File: src/rtl/qam16_pkg.sv
`default_nettype none
//------------------------------------------------------------------------------
// Module   : qam16_pkg
// Brief    : Shared constants for the 16-QAM symbol error counter: symbol
//            width, per-rail level codes, FSM state encoding, popcount helper.
// Revision : 1.0 - initial release
//------------------------------------------------------------------------------
package qam16_pkg;

   localparam int SYM_W = 4;

   // Per-rail level codes, identical for I and Q
   localparam logic [1:0] LVL_M3 = 2'b00;   // -3a
   localparam logic [1:0] LVL_M1 = 2'b01;   // -a
   localparam logic [1:0] LVL_P1 = 2'b10;   // +a
   localparam logic [1:0] LVL_P3 = 2'b11;   // +3a

   typedef enum logic [1:0] {
      FILL  = 2'd0,
      ARMED = 2'd1,
      COUNT = 2'd2
   } state_e;

   // Number of set bits in a 4-bit symbol difference (0..4)
   function automatic logic [2:0] popcount4(input logic [SYM_W-1:0] v);
      logic [2:0] pc;
      pc = '0;
      for (int i = 0; i < SYM_W; i++) begin
         pc = pc + {2'b00, v[i]};
      end
      return pc;
   endfunction

endpackage
`default_nettype wire

File: src/rtl/qam16_slicer.sv
`default_nettype none
//------------------------------------------------------------------------------
// Module   : qam16_slicer
// Brief    : Single-rail 4-level decision slicer. Compares a signed sample
//            against +/-thresh and zero; ties resolve to the upper level.
//            Decision is registered on the symbol enable.
// Revision : 1.0 - initial release
//------------------------------------------------------------------------------
module qam16_slicer
   import qam16_pkg::*;
#(
   parameter int DATA_W = 18
) (
   input  logic                     clk,
   input  logic                     reset_n,
   input  logic                     sym_clk_en,
   input  logic signed [DATA_W-1:0] x,
   input  logic signed [DATA_W-1:0] thresh,
   output logic [1:0]               level
);

   // One extra bit so that negating the threshold can never overflow
   logic signed [DATA_W:0] x_ext;
   logic signed [DATA_W:0] pos_thr;
   logic signed [DATA_W:0] neg_thr;
   logic [1:0]             level_d;
   logic [1:0]             level_q;

   assign x_ext   = {x[DATA_W-1], x};
   assign pos_thr = {thresh[DATA_W-1], thresh};
   assign neg_thr = -pos_thr;

   // Decision regions; equality falls into the upper region
   always_comb begin
      level_d = level_q;
      if (sym_clk_en) begin
         if (x_ext < neg_thr) begin
            level_d = LVL_M3;
         end else if (x_ext < 0) begin
            level_d = LVL_M1;
         end else if (x_ext < pos_thr) begin
            level_d = LVL_P1;
         end else begin
            level_d = LVL_P3;
         end
      end
   end

   // Decision register, one symbol of latency
   always_ff @(posedge clk or negedge reset_n) begin
      if (!reset_n) begin
         level_q <= LVL_M3;
      end else begin
         level_q <= level_d;
      end
   end

   assign level = level_q;

endmodule
`default_nettype wire

File: src/rtl/qam16_ser_counter.sv
`default_nettype none
//------------------------------------------------------------------------------
// Module   : qam16_ser_counter
// Brief    : 16-QAM receive performance monitor. Slices I/Q samples, compares
//            against a delayed copy of the transmit symbol stream and counts
//            symbol and bit errors over windows bounded by window_start.
// Revision : 1.0 - initial release
//------------------------------------------------------------------------------
module qam16_ser_counter
   import qam16_pkg::*;
#(
   parameter int DATA_W    = 18,
   parameter int DELAY_MAX = 64,
   parameter int CNT_W     = 22
) (
   input  logic                         clk,
   input  logic                         reset_n,
   input  logic                         sym_clk_en,
   input  logic [SYM_W-1:0]             ref_sym,
   input  logic signed [DATA_W-1:0]     rx_inphase,
   input  logic signed [DATA_W-1:0]     rx_quad,
   input  logic signed [DATA_W-1:0]     thresh,
   input  logic [$clog2(DELAY_MAX)-1:0] delay,
   input  logic                         window_start,
   output logic [CNT_W-1:0]             sym_count,
   output logic [CNT_W-1:0]             sym_err_count,
   output logic [CNT_W+1:0]             bit_err_count,
   output logic                         result_valid,
   output logic                         locked
);

   localparam int DLY_W = $clog2(DELAY_MAX);

   logic [1:0]       lvl_inph;
   logic [1:0]       lvl_quad;
   logic [SYM_W-1:0] rx_sym;
   logic [SYM_W-1:0] ref_tap;
   logic [SYM_W-1:0] sym_diff;
   logic             sym_err;
   logic [2:0]       bit_errs;

   logic [SYM_W-1:0] dline_d [DELAY_MAX];
   logic [SYM_W-1:0] dline_q [DELAY_MAX];
   state_e           state_d, state_q;
   logic [DLY_W-1:0] fill_d, fill_q;
   logic [DLY_W-1:0] delay_d, delay_q;
   logic [CNT_W-1:0] acc_cnt_d, acc_cnt_q;
   logic [CNT_W-1:0] acc_serr_d, acc_serr_q;
   logic [CNT_W+1:0] acc_berr_d, acc_berr_q;
   logic [CNT_W-1:0] sym_count_d, sym_count_q;
   logic [CNT_W-1:0] sym_err_count_d, sym_err_count_q;
   logic [CNT_W+1:0] bit_err_count_d, bit_err_count_q;
   logic             result_valid_d, result_valid_q;
   logic             locked_d, locked_q;

   logic [CNT_W-1:0] cnt_inc;
   logic [CNT_W-1:0] serr_inc;
   logic [CNT_W+2:0] berr_sum;
   logic [CNT_W+1:0] berr_inc;

   qam16_slicer #(.DATA_W(DATA_W)) u_slicer_i (
      .clk        (clk),
      .reset_n    (reset_n),
      .sym_clk_en (sym_clk_en),
      .x          (rx_inphase),
      .thresh     (thresh),
      .level      (lvl_inph)
   );

   qam16_slicer #(.DATA_W(DATA_W)) u_slicer_q (
      .clk        (clk),
      .reset_n    (reset_n),
      .sym_clk_en (sym_clk_en),
      .x          (rx_quad),
      .thresh     (thresh),
      .level      (lvl_quad)
   );

   // Both sides of the compare are registered: slice of symbol n vs ref n-delay
   assign rx_sym   = {lvl_inph, lvl_quad};
   assign ref_tap  = dline_q[delay_q];
   assign sym_diff = rx_sym ^ ref_tap;
   assign sym_err  = |sym_diff;
   assign bit_errs = popcount4(sym_diff);

   // Saturating increments; counters stick at all-ones instead of wrapping
   assign cnt_inc  = (&acc_cnt_q) ? acc_cnt_q : acc_cnt_q + CNT_W'(1);
   assign serr_inc = (sym_err && !(&acc_serr_q)) ? acc_serr_q + CNT_W'(1) : acc_serr_q;
   assign berr_sum = {1'b0, acc_berr_q} + (CNT_W+3)'(bit_errs);
   assign berr_inc = berr_sum[CNT_W+2] ? '1 : berr_sum[CNT_W+1:0];

   // Reference delay line, window FSM and accumulators
   always_comb begin
      dline_d         = dline_q;
      state_d         = state_q;
      fill_d          = fill_q;
      delay_d         = delay_q;
      acc_cnt_d       = acc_cnt_q;
      acc_serr_d      = acc_serr_q;
      acc_berr_d      = acc_berr_q;
      sym_count_d     = sym_count_q;
      sym_err_count_d = sym_err_count_q;
      bit_err_count_d = bit_err_count_q;
      result_valid_d  = 1'b0;
      locked_d        = (state_q == COUNT);

      if (sym_clk_en) begin
         dline_d[0] = ref_sym;
         for (int i = 1; i < DELAY_MAX; i++) begin
            dline_d[i] = dline_q[i-1];
         end

         case (state_q)
            // Wait until the line holds delay+1 fresh symbols; the live delay
            // input is the one that gets latched on the way out
            FILL: begin
               if (fill_q >= delay) begin
                  state_d = ARMED;
                  delay_d = delay;
               end else begin
                  fill_d = fill_q + DLY_W'(1);
               end
            end
            ARMED: begin
               if (window_start) begin
                  if (delay != delay_q) begin
                     state_d = FILL;
                     fill_d  = '0;
                  end else begin
                     state_d    = COUNT;
                     acc_cnt_d  = CNT_W'(1);
                     acc_serr_d = CNT_W'(sym_err);
                     acc_berr_d = (CNT_W+2)'(bit_errs);
                  end
               end
            end
            COUNT: begin
               if (window_start) begin
                  if (delay != delay_q) begin
                     // Results of a window measured with a stale delay are dropped
                     state_d = FILL;
                     fill_d  = '0;
                  end else begin
                     sym_count_d     = acc_cnt_q;
                     sym_err_count_d = acc_serr_q;
                     bit_err_count_d = acc_berr_q;
                     result_valid_d  = 1'b1;
                     // The boundary symbol opens the new window
                     acc_cnt_d  = CNT_W'(1);
                     acc_serr_d = CNT_W'(sym_err);
                     acc_berr_d = (CNT_W+2)'(bit_errs);
                  end
               end else begin
                  acc_cnt_d  = cnt_inc;
                  acc_serr_d = serr_inc;
                  acc_berr_d = berr_inc;
               end
            end
            default: begin
               state_d = FILL;
               fill_d  = '0;
            end
         endcase
      end
   end

   // State registers with asynchronous clear
   always_ff @(posedge clk or negedge reset_n) begin
      if (!reset_n) begin
         for (int i = 0; i < DELAY_MAX; i++) begin
            dline_q[i] <= '0;
         end
         state_q         <= FILL;
         fill_q          <= '0;
         delay_q         <= '0;
         acc_cnt_q       <= '0;
         acc_serr_q      <= '0;
         acc_berr_q      <= '0;
         sym_count_q     <= '0;
         sym_err_count_q <= '0;
         bit_err_count_q <= '0;
         result_valid_q  <= 1'b0;
         locked_q        <= 1'b0;
      end else begin
         dline_q         <= dline_d;
         state_q         <= state_d;
         fill_q          <= fill_d;
         delay_q         <= delay_d;
         acc_cnt_q       <= acc_cnt_d;
         acc_serr_q      <= acc_serr_d;
         acc_berr_q      <= acc_berr_d;
         sym_count_q     <= sym_count_d;
         sym_err_count_q <= sym_err_count_d;
         bit_err_count_q <= bit_err_count_d;
         result_valid_q  <= result_valid_d;
         locked_q        <= locked_d;
      end
   end

   assign sym_count     = sym_count_q;
   assign sym_err_count = sym_err_count_q;
   assign bit_err_count = bit_err_count_q;
   assign result_valid  = result_valid_q;
   assign locked        = locked_q;

endmodule
`default_nettype wire

File: config.mk
export PLATFORM = sky130hd
export DESIGN_NAME = qam16_ser_counter
export DESIGN_NICKNAME = d
export VERILOG_FILES = /design/src/rtl/qam16_pkg.sv /design/src/rtl/qam16_slicer.sv /design/src/rtl/qam16_ser_counter.sv
export SDC_FILE = /design/constraint.sdc
export NUM_CORES = 1
export LEC_CHECK = 0
export ABC_AREA = 1
export BUFFER_PORTS_ARGS = -buffer_cell sky130_fd_sc_hd__buf_4
export CORE_MARGIN = 2
export CORE_UTILIZATION = 25
export CTS_CLUSTER_SIZE = 10
export DETAILED_ROUTE_END_ITERATION = 7
export GPL_TIMING_DRIVEN = 0
export MAX_ROUTING_LAYER = met4
export SLEW_MARGIN = 20
export SYNTH_ARGS = -nofsm -noshare
export SYNTH_HDL_FRONTEND = slang
export SYNTH_SLANG_ARGS = --single-unit
File: constraint.sdc
create_clock -name clk -period 11.8 [get_ports clk]
set_input_delay 2.36 -clock clk [delete_from_list [all_inputs] [get_ports clk]]
set_output_delay 2.36 -clock clk [all_outputs]
set_load 0.05 [all_outputs]
==> flow_summary.toml <==
[synth]
yosys.area_share.adder_pct = 5.24
yosys.area_share.simple_pct = 27.8
syn_nets = 3060
synthesis.area_mm2 = 0.0220
synth.area.top_cells = "dfrtp_1, nand2_1, o21ai_0"
yosys_warnings = 0
syn_area_per_cell_um2 = 7.59
postSynthCellCount = 2901
synth_top_family_by_area = "simple AND/OR/NAND/NOR gates"
synth_top_area_share_pct = 46.8
muxShareOfSynthArea_pct = 0
synth_compound_area_share_pct = 12.2
synth_xor_area_share_pct = 0.836
yosysUniqueCellTypes = 50
ys_seq_area_share_pct = 46.8
yosysTopAreaCell = "dfrtp_1"
yosys_register_bits = 412

[cts]
cts_max_level = 2
clk_pin_slew_ps = 60
hold_buffers = 0
cts-resized-gates = 0
cts_root_buffer = "clkbuf_16"
numCtsBuffers = 48
clkLatencyLatePin_ps = 630
clock_sinks = 412
cts_tree = "done"
cts.path.max_buffers = 3
cts_setup_buffers = 0

[routing]
antenna_left = 0
routedWlPerCell_um = 16.2
totalWireLength_um = 68900
drt_pass1_iterations = 6
drc_errors = 0
vias = 20300
drt_iter0_drc = 1835
via_per_inst = 4.76

[global_route]
grt_overflow = 0
first_global_vias = 19400
track_usage_pct = 15.5
grt_max_degree = 95
grt_pass1_wl_um = 109000
antenna_found_initial = 1

[min_path]
holdPathEnd = "dline_q[198]$_DFFE_PN0P_"
hp-class = "reg2reg"
holdCritStartpoint = "dline_q[202]$_DFFE_PN0P_"
hold_path_depth = 2

[timing]
rsz0062_at_grt = "no"
fin_crit_ps = 6490
fmax_ghz = 0.154
fin_setup_tns_ps = 0
relSlewSlack_pct = 43.7
hold_viol_final = 0
tightest_slew_ps = 844
finClkSkew_ps = 46.6
period_share_pct = 55.0
slew_viol_final = 0
setup_viol = 0

[finish]
syn_to_final_growth_pct = 17.9
drive_gt1_share_pct = 8.95
final_common_cell = "nand2_1"
final_cell_mix = "nand2_1, dfrtp_1, o21ai_0"
final_nets = 3250

[die]
dieArea_mm2 = 0.0904
initial_core_util_pct = 25.3
core_mm2 = 0.0870
die_w_um = 301
rows = 108
die_height_um = 301
ios = 138

[setup_path]
crit_path_max_incr_delay_ps = 670
reg2reg_from = "delay_q[2]$_DFFE_PN0P_"
cp-startpoint = "delay_q[2]$_DFFE_PN0P_"
r2r_cells = 30
setup.worst_path.start_class = "flop"
critPathSlowestCell = "clkbuf_1"
worstPathRequired_ps = 12310
ff2ff_setup_slack_ps = 5310
worstPathMaxFanout = 10
timing.rr.end = "acc_berr_q[7]$_DFFE_PN0P_"
end_kind = "flop"
critPathArrivalTime_ps = 7010
critPathKind = "reg2reg"

[power_and_ir_drop]
p_total_mw = 5.07
p_per_area_mw_per_mm2 = 195
ir_drop_mv = 0.123
power.leakage_nw = 12.8

[place]
gp_congestion = 0.904
dp_hpwl_um = 48500
io_buffers = 136

[run]
cap_violations = 0

[outcome]
status = "complete, no violations"
-- stage by stage --
stage               hold WS, ps  cells  instance area [um^2]  setup slack, ps  util [%]
floorplan                   442   2901                 22000             6660         -
CTS                         469   4261                 25900             5380      29.8
finish                      462   4262                 25900             5310      29.8
global placement            460   4192                 24500             4010      28.1
detailed placement          460   4196                 24600             5400      28.3
global route                483   4262                 25900             4800      29.8
-- how the worst max path moves through the flow --
stage | end | slack (ps) | depth (start not counted)
after floorplan | u_slicer_q.level[0]$_DFFE_PN0P_ | 6660 | 20
after global placement | dline_q[25]$_DFFE_PN0P_ | 4010 | 1
after detailed placement | acc_berr_q[7]$_DFFE_PN0P_ | 5400 | 30
after CTS | acc_berr_q[7]$_DFFE_PN0P_ | 5380 | 30
after global routing | acc_berr_q[7]$_DFFE_PN0P_ | 4800 | 30
final | acc_berr_q[7]$_DFFE_PN0P_ | 5310 | 30
-- registers in the layout (all words and copies together), names as in the netlist --
signal            flops
u_slicer_q.level      2
delay_q               6
locked                1
state_q               2
acc_serr_q           22
bit_err_count        24
fill_q                6
u_slicer_i.level      2
result_valid          1
sym_count            22
acc_cnt_q            22
sym_err_count        22
acc_berr_q           24
dline_q             256
-- logic make-up (layout without fill, tap and decap cells) --
kind of cell	Yosys count	after routing
flops	412	412
xor+xnor	21	21
buf+inv	369	574
simple gates	1498	1498
fa+ha+maj	91	91
other cells	0	1
compound gates	510	510
-- power breakdown --
| group | total, mW | switching, mW | internal [mW] | leakage, nW |
|---|---|---|---|---|
| Sequential | 1.77 | 0.161 | 1.61 | 5.49 |
| Combinational | 1.95 | 1.33 | 0.619 | 6.68 |
| Clock | 1.35 | 0.599 | 0.751 | 0.654 |
| Total | 5.07 | 2.09 | 2.98 | 12.8 |
-- synthesized netlist by cell type, drive strengths merged --
master / count
nand2: 1089
dfrtp: 412
o21ai: 360
inv: 218
nand3: 209
nor2: 124
a21oi: 95
clkbuf: 92
ha: 89
buf: 56
nor3: 41
nand4: 22
xor2: 20
o22ai: 12
o211ai: 8
o31ai: 8
nor4: 7
a22oi: 6
o221ai: 5
a21o: 3
clkinv: 3
o2111ai: 3
or2: 3
a221oi: 2
a31oi: 2
and3: 2
fa: 2
o311ai: 2
a211o: 1
a211oi: 1
a32oi: 1
nand3b: 1
o41ai: 1
xnor2: 1
-- worst max-delay path, delay by kind of cell, from the launching register on --
family          cells  cell delay, ps
flops               1             350
fa+ha+maj           4            1260
compound gates      5             780
xor+xnor            1             510
buf+inv            10            2110
simple gates       10            1390
-- layer usage --
layer | track usage (%) | vias up | part of all wire [%] | wire (um)
met3 | 2.38 | 119 | 7.4 | 5090
met1 | 21.3 | 9682 | 46 | 31800
met5 | - | - | 0 | 0
li1 | - | 9793 | - | -
met4 | 5.15 | 0 | 2.7 | 1870
met2 | 23.3 | 674 | 44 | 30100
-- cell type report --
cell class	instances	area (um^2)
sequential	412	10300
fill	9431	61100
clock buffer	61	1270
buffer	148	724
tap	1155	1450
timing repair buffer	140	1140
clock inverter	4	75.1
inverter	221	833
multi-input combinational	2120	10100
antenna	1	2.50
Note: power is estimated with default switching activity, not from simulation.
